==> src/rtl/pwm_duty_ramp.sv <==
// pwm_duty_ramp
// Soft-start / fade controller feeding the 17-bit duty input of the LED/pump
// PWM core. Firmware writes an 8-bit target level. The block then walks the
// duty toward it by STEP duty LSBs every RATE clock cycles, so the actuators
// never see an abrupt change.
//
// Ports:
//   clk    - system clock
//   reset  - synchronous, active-high reset
//   d_in   - CPU write data
//   cs     - peripheral chip select (qualifies rd/wr)
//   addr   - bus address, only addr[4:0] decoded
//   rd     - read strobe
//   wr     - write strobe
//   d_out  - registered read data, valid the edge after the read strobe
//   duty   - current duty to the PWM core
//   busy   - high while a ramp is in progress
//
// Register map (addr[4:0]):
//   0x01 TARGET (rw)  write d_in[7:0] -> target = {level, 9'b0}
//   0x02 RATE   (rw)  clk cycles per step, 0 = jump immediately
//   0x03 STEP   (rw)  duty LSBs per step, writing 0 stores 1
//   0x04 STATUS (r)   {dir, busy}
//   0x05 DUTY   (r)   current duty
//   0x06 CTRL   (w)   bit0 = abort (freeze duty, target <= duty)
`timescale 1ns/1ps

module pwm_duty_ramp #(
    parameter logic [15:0] RATE_RST = 16'd1000,
    parameter logic [16:0] STEP_RST = 17'd512
) (
    input  logic        clk,
    input  logic        reset,
    input  logic [31:0] d_in,
    input  logic        cs,
    input  logic [31:0] addr,
    input  logic        rd,
    input  logic        wr,
    output logic [31:0] d_out,
    output logic [16:0] duty,
    output logic        busy
);

    typedef enum logic [1:0] {
        IDLE,
        RAMP_UP,
        RAMP_DOWN
    } state_t;

    state_t      state, state_next;
    logic [16:0] duty_next;
    logic [16:0] target, target_next;
    logic [15:0] rate;
    logic [16:0] step;
    logic [15:0] cnt, cnt_next;
    logic        dir, dir_next;

    logic [4:0]  reg_addr;
    logic        wr_en, rd_en;
    logic        wr_target, wr_rate, wr_step, abort;
    logic        tick;
    logic [17:0] diff_up, diff_down, sum_up, sum_down;
    logic [31:0] read_data;

    // Upper address and data bits are not decoded; fold them into one
    // deliberately unused net so they are visibly accounted for.
    logic        unused_bits;
    assign unused_bits = ^{addr[31:5], d_in[31:17]};

    // Bus decode: every access is qualified by cs, and only the low five
    // address bits select a register.
    always_comb begin
        reg_addr  = addr[4:0];
        wr_en     = cs && wr;
        rd_en     = cs && rd;
        wr_target = wr_en && (reg_addr == 5'h01);
        wr_rate   = wr_en && (reg_addr == 5'h02);
        wr_step   = wr_en && (reg_addr == 5'h03);
        abort     = wr_en && (reg_addr == 5'h06) && d_in[0];
    end

    // Ramp arithmetic. Everything is done one bit wider than the duty so the
    // differences and the stepped values never wrap. A step is only taken
    // when the distance to the target exceeds the step size, so the stepped
    // value always stays between duty and target.
    always_comb begin
        diff_up   = {1'b0, target} - {1'b0, duty};
        diff_down = {1'b0, duty} - {1'b0, target};
        sum_up    = {1'b0, duty} + {1'b0, step};
        sum_down  = {1'b0, duty} - {1'b0, step};
        tick      = ({1'b0, cnt} >= ({1'b0, rate} - 17'd1));
    end

    // Next-state logic. Priority inside a ramp: abort, then a zero rate
    // (jump straight to target), then target already reached, then a target
    // that has moved to the other side of duty (turn around without stepping,
    // the rate counter keeps running), and finally the normal counted step.
    // The step always uses the target held in the register, so a TARGET write
    // in the same cycle only takes effect from the following edge.
    always_comb begin
        state_next  = state;
        duty_next   = duty;
        cnt_next    = cnt;
        dir_next    = dir;
        target_next = target;

        if (wr_target) begin
            target_next = {d_in[7:0], 9'b0};
        end

        case (state)
            IDLE: begin
                if (abort) begin
                    target_next = duty;
                end else if (target != duty) begin
                    if (rate == 16'd0) begin
                        duty_next = target;
                    end else if (target > duty) begin
                        state_next = RAMP_UP;
                        dir_next   = 1'b1;
                        cnt_next   = 16'd0;
                    end else begin
                        state_next = RAMP_DOWN;
                        dir_next   = 1'b0;
                        cnt_next   = 16'd0;
                    end
                end
            end

            RAMP_UP, RAMP_DOWN: begin
                if (abort) begin
                    target_next = duty;
                    state_next  = IDLE;
                end else if (rate == 16'd0) begin
                    duty_next  = target;
                    state_next = IDLE;
                end else if (target == duty) begin
                    state_next = IDLE;
                end else if ((state == RAMP_UP) && (target < duty)) begin
                    state_next = RAMP_DOWN;
                    dir_next   = 1'b0;
                    cnt_next   = tick ? 16'd0 : cnt + 16'd1;
                end else if ((state == RAMP_DOWN) && (target > duty)) begin
                    state_next = RAMP_UP;
                    dir_next   = 1'b1;
                    cnt_next   = tick ? 16'd0 : cnt + 16'd1;
                end else begin
                    cnt_next = tick ? 16'd0 : cnt + 16'd1;
                    if (tick) begin
                        if (state == RAMP_UP) begin
                            if (diff_up <= {1'b0, step}) begin
                                duty_next  = target;
                                state_next = IDLE;
                            end else begin
                                duty_next = sum_up[16:0];
                            end
                        end else begin
                            if (diff_down <= {1'b0, step}) begin
                                duty_next  = target;
                                state_next = IDLE;
                            end else begin
                                duty_next = sum_down[16:0];
                            end
                        end
                    end
                end
            end

            default: begin
                state_next = IDLE;
            end
        endcase

        // A new rate restarts the interval from zero.
        if (wr_rate) begin
            cnt_next = 16'd0;
        end
    end

    // Read mux for the register map; unmapped addresses read as zero.
    always_comb begin
        read_data = 32'd0;
        case (reg_addr)
            5'h01:   read_data = {15'b0, target};
            5'h02:   read_data = {16'b0, rate};
            5'h03:   read_data = {15'b0, step};
            5'h04:   read_data = {30'b0, dir, busy};
            5'h05:   read_data = {15'b0, duty};
            default: read_data = 32'd0;
        endcase
    end

    // State and register file. busy is registered from the next state so it
    // rises on the same edge the ramp starts and falls with the final step.
    // d_out only holds data for the cycle after a read strobe.
    always_ff @(posedge clk) begin
        if (reset) begin
            state  <= IDLE;
            duty   <= 17'd0;
            target <= 17'd0;
            rate   <= RATE_RST;
            step   <= STEP_RST;
            cnt    <= 16'd0;
            dir    <= 1'b0;
            busy   <= 1'b0;
            d_out  <= 32'd0;
        end else begin
            state  <= state_next;
            duty   <= duty_next;
            target <= target_next;
            cnt    <= cnt_next;
            dir    <= dir_next;
            busy   <= (state_next != IDLE);
            d_out  <= rd_en ? read_data : 32'd0;
            if (wr_rate) begin
                rate <= d_in[15:0];
            end
            if (wr_step) begin
                step <= (d_in[16:0] == 17'd0) ? 17'd1 : d_in[16:0];
            end
        end
    end

endmodule

==> config.mk <==
export PLATFORM = sky130hd
export DESIGN_NAME = pwm_duty_ramp
export DESIGN_NICKNAME = d
export VERILOG_FILES = /design/src/rtl/pwm_duty_ramp.sv
export SDC_FILE = /design/constraint.sdc
export NUM_CORES = 1
export LEC_CHECK = 0
export ABC_AREA = 0
export BUFFER_PORTS_ARGS = -buffer_cell sky130_fd_sc_hd__buf_2
export CAP_MARGIN = 20
export CORE_MARGIN = 4
export CORE_UTILIZATION = 25
export CTS_BUF_LIST = sky130_fd_sc_hd__clkbuf_16
export DETAILED_ROUTE_END_ITERATION = 8
export GPL_TIMING_DRIVEN = 0
export HOLD_SLACK_MARGIN = 0.08
export PLACE_DENSITY = 0.49
export SETUP_SLACK_MARGIN = 0.15
export SYNTH_ARGS = -nofsm -noshare
export SYNTH_HDL_FRONTEND = slang
export SYNTH_SLANG_ARGS = --single-unit
==> constraint.sdc <==
create_clock -name clk -period 6.44 [get_ports clk]
set_input_delay 0.966 -clock clk [delete_from_list [all_inputs] [get_ports clk]]
set_output_delay 0.966 -clock clk [all_outputs]
set_load 0.005 [all_outputs]
==> run metrics <==
Syn. warnings=0; share of synthesized registers carrying an async set or reset=0%; Inserted Clock Buffers=9; maximum number of pins on one net before global-route repair=19; post-route worst setup slack=approximately 0.52 ns; global-route wire length before repair=52.3 mm; Final HPWL DP=28.4 mm; Synth Register Bits=104; total number of vias=9255; row count=70; setup slack of the most critical reg-to-reg path=0.52 ns; maximum level of the CTS H-tree=3; Worst setup EP type=flop; crit-path max FO=10; CTS tree=built; critical path depth=21; switching part of the total power=26.2%; share of cells above drive strength 1=between 10% and 20%; clock root buffer=sky130_fd_sc_hd__clkbuf_16; number of antenna-violating nets in the routed design=0; cell area after synthesis=about 0.0094 sq mm; reported leakage power=4.35 nW; WHS Path Cells=2; share of the yosys chip area belonging to registers=22.1%; net switching power of the design=0.000369 W; I/O pin count=roughly 120; vias per cell=5.11; kind of path behind the tightest hold check=flop to flop; final worst-path cycle share=91.9%; Maximum Capacitance Violations=0; last weighted congestion value of the routability-driven placer=0.902; count of clock tree sinks=~100; remaining routing DRC violations=0; maximum clock insertion buffer count=2; data required time at the worst endpoint=6.73 ns; worst r2r path cells=21; max-slew headroom at the worst pin=36.2%; number of DRC markers in iteration 0=766; RSZ-0062 raised after global routing=false; EDFF count, synth=0; Layout Skew=0.0136 ns; count of input and output buffers=61; final-report setup violation count=0; Routed WL per cell=19.1 um; power density over the cells=130 mW/mm^2; gate family responsible for the most delay along the worst path=compound AO/OA/AOI/OAI gates; overall die area=0.0409 sq mm; Max IR drop VDD=slightly above 0.0001 V; Cells after DPL=1793; measured slew at the worst slew-check pin=0.943 ns; nature of the critical path startpoint=flop; total wire length after detailed routing=34.7 mm; clock insertion delay at the later pin of the skew report=approximately 0.37 ns; height of the die=approximately 200 um; run status=complete, no violations; placeable core region=~0.037 sq mm; Final Hold Vio Count=0; most frequent cells in the layout=sky130_fd_sc_hd__nand2_1 (133), sky130_fd_sc_hd__ha_1 (121), sky130_fd_sc_hd__nor2_1 (115); Power Internal=about 0.0010 W; minimum clock period after layout=5.92 ns; Pre-antenna DRT Iters=7; post-placement setup slack=-0.427 ns; power share of the clock group=44.3%; final core utilization=29.3%; slowest stage cell, crit path=sky130_fd_sc_hd__dfxtp_1; effective utilization at floorplan=25.6%; number of inserted diodes=0; final cell count without fillers=between 1500 and 2000; Final Slew Violations=0; antenna violations before repair=0; via count of the first global-routing pass=8780; most frequent standard cell in the layout excluding fill and tap cells=sky130_fd_sc_hd__nand2_1; global routing usage summed across all routing layers=16.2%; overflow left after global routing=0; sequential group share of total power=46.0%; cell breakdown of the critical path=inv_1 -> fa_1 -> a21o_2 -> a211oi_2 -> o21bai_1 -> a21oi_1 -> o21bai_1 -> a21oi_1 -> o21bai_1 -> a21oi_1 -> xnor2_1 -> ha_1 -> nand3_1 -> nor3_1 -> nand4_1 -> and3_1 -> o21ai_2 -> buf_2 -> o221a_1 -> o22ai_1 -> o22ai_1; Main synth FF type=sky130_fd_sc_hd__dfxtp_1; Reg clk slew, reported paths=0.08 ns; Arrival @ worst endpoint=6.21 ns; Fmax achieved=0.169 GHz; Post-Syn Instances=about 1200; Worst Setup Path Type=flop to flop; Crit path buffers/inverters=2; portion of total power attributed to combinational logic=9.7%; synthesized area per cell=7.77 sq um; number of different library cells in the post-synthesis netlist=81; final layout net count=1497; die outline width=slightly above 200 um; highest cell delay on the worst timing path=0.65 ns; synthesis-to-layout area growth=14.7%
-- sequential cells by signal (all words and copies together), names as in the netlist --
signal and cells:
state 2, duty 17, step 17, d_out 17
dir 1, cnt 16, rate 16, busy 1
target 17
-- tightest hold or removal path, stage by stage (launching register included) --
cell                      delay [ns]
sky130_fd_sc_hd__dfxtp_1        0.35
sky130_fd_sc_hd__nand2_1        0.07
sky130_fd_sc_hd__a21oi_1        0.05
-- path summary, 6_finish.rpt --
check / end / startpoint
max: duty[4] / duty[1]
min: rate[13] / rate[13]
max reg2reg: duty[4] / duty[1]
min reg2reg: rate[13] / rate[13]
-- cells in the mapped netlist (all sizes together) (15+ instances only) --
library cell	number	area, sq um
a21o	15	114
a21oi	78	390
or3	15	98.8
a211oi	22	170
buf	38	258
inv	81	304
o21ai	55	275
a22oi	15	113
nor2	116	435
o22ai	19	119
nor3	18	95.1
clkbuf	37	139
ha	121	1510
nand4	16	100
xnor2	44	385
xor2	19	166
nand2b	30	188
dfxtp	104	2080
nand3	21	105
nand2	134	505
-- cells by family (layout without fill, tap and decap cells) --
group / after synthesis / count (layout) / synth area share, %
muxes: 10 / 10 / 1.06
AOI/OAI and AO/OA: 335 / 335 / 25.1
and+or+nand+nor: 420 / 420 / 21.5
xor gates and xnor gates: 63 / 63 / 5.85
buffers and inverters: 156 / 236 / 7.43
DFF: 104 / 104 / 22.1
adders and majority gates: 125 / 125 / 16.9
other: 1 / 15 / 0.0398
-- per-stage QoR --
step                      TNS (ns)  hold WS [ns]  total power, W  area, sq um
after floorplan                  0         0.454        0.000737         9480
after global placement       -3.30         0.492        0.000789        10400
after detailed placement     -4.22         0.498        0.000789        10400
after CTS                        0         0.508         0.00141        10800
after global routing             0         0.545         0.00146        10800
final                            0         0.511         0.00141        10800
-- repair_timing --
action | in CTS | in global routing
hold buffers | 0 | 0
buffers inserted | 0 | 2
endpoints found under the setup margin | 16 | 16
resized for setup | 2 | 9
pin swaps | 0 | 3
-- per-layer routing --
layer | GRT usage (%) | part of all wire [%] | up-vias
met4 | 4.32 | 2.5 | 0
met2 | 26.7 | 46 | 294
li1 | - | - | 4506
met5 | 0 | 0 | -
met3 | 2.45 | 5.2 | 55
met1 | 22.2 | 47 | 4400
-- area by class of cell --
type / count / area, sq um
Buffer: 75 / 398
Clock buffer: 9 / 225
Clock inverter: 7 / 101
Fill cell: 4030 / 26100
Inverter: 81 / 304
Multi-Input combinational cell: 968 / 6750
Sequential cell: 104 / 2080
Tap cell: 504 / 631
Timing Repair Buffer: 64 / 332
-- power by group through the flow --
stage,Sequential [W],Clock (W),Combinational [W]
final,0.000648,0.000625,0.000137
after global routing,0.000648,0.000659,0.000149
after global placement,0.000663,0,0.000126
after CTS,0.000648,0.000633,0.000127
after detailed placement,0.000663,0,0.000126
after floorplan,0.000661,0,0.0000763
No activity file was read; power rests on OpenSTA's default activity.
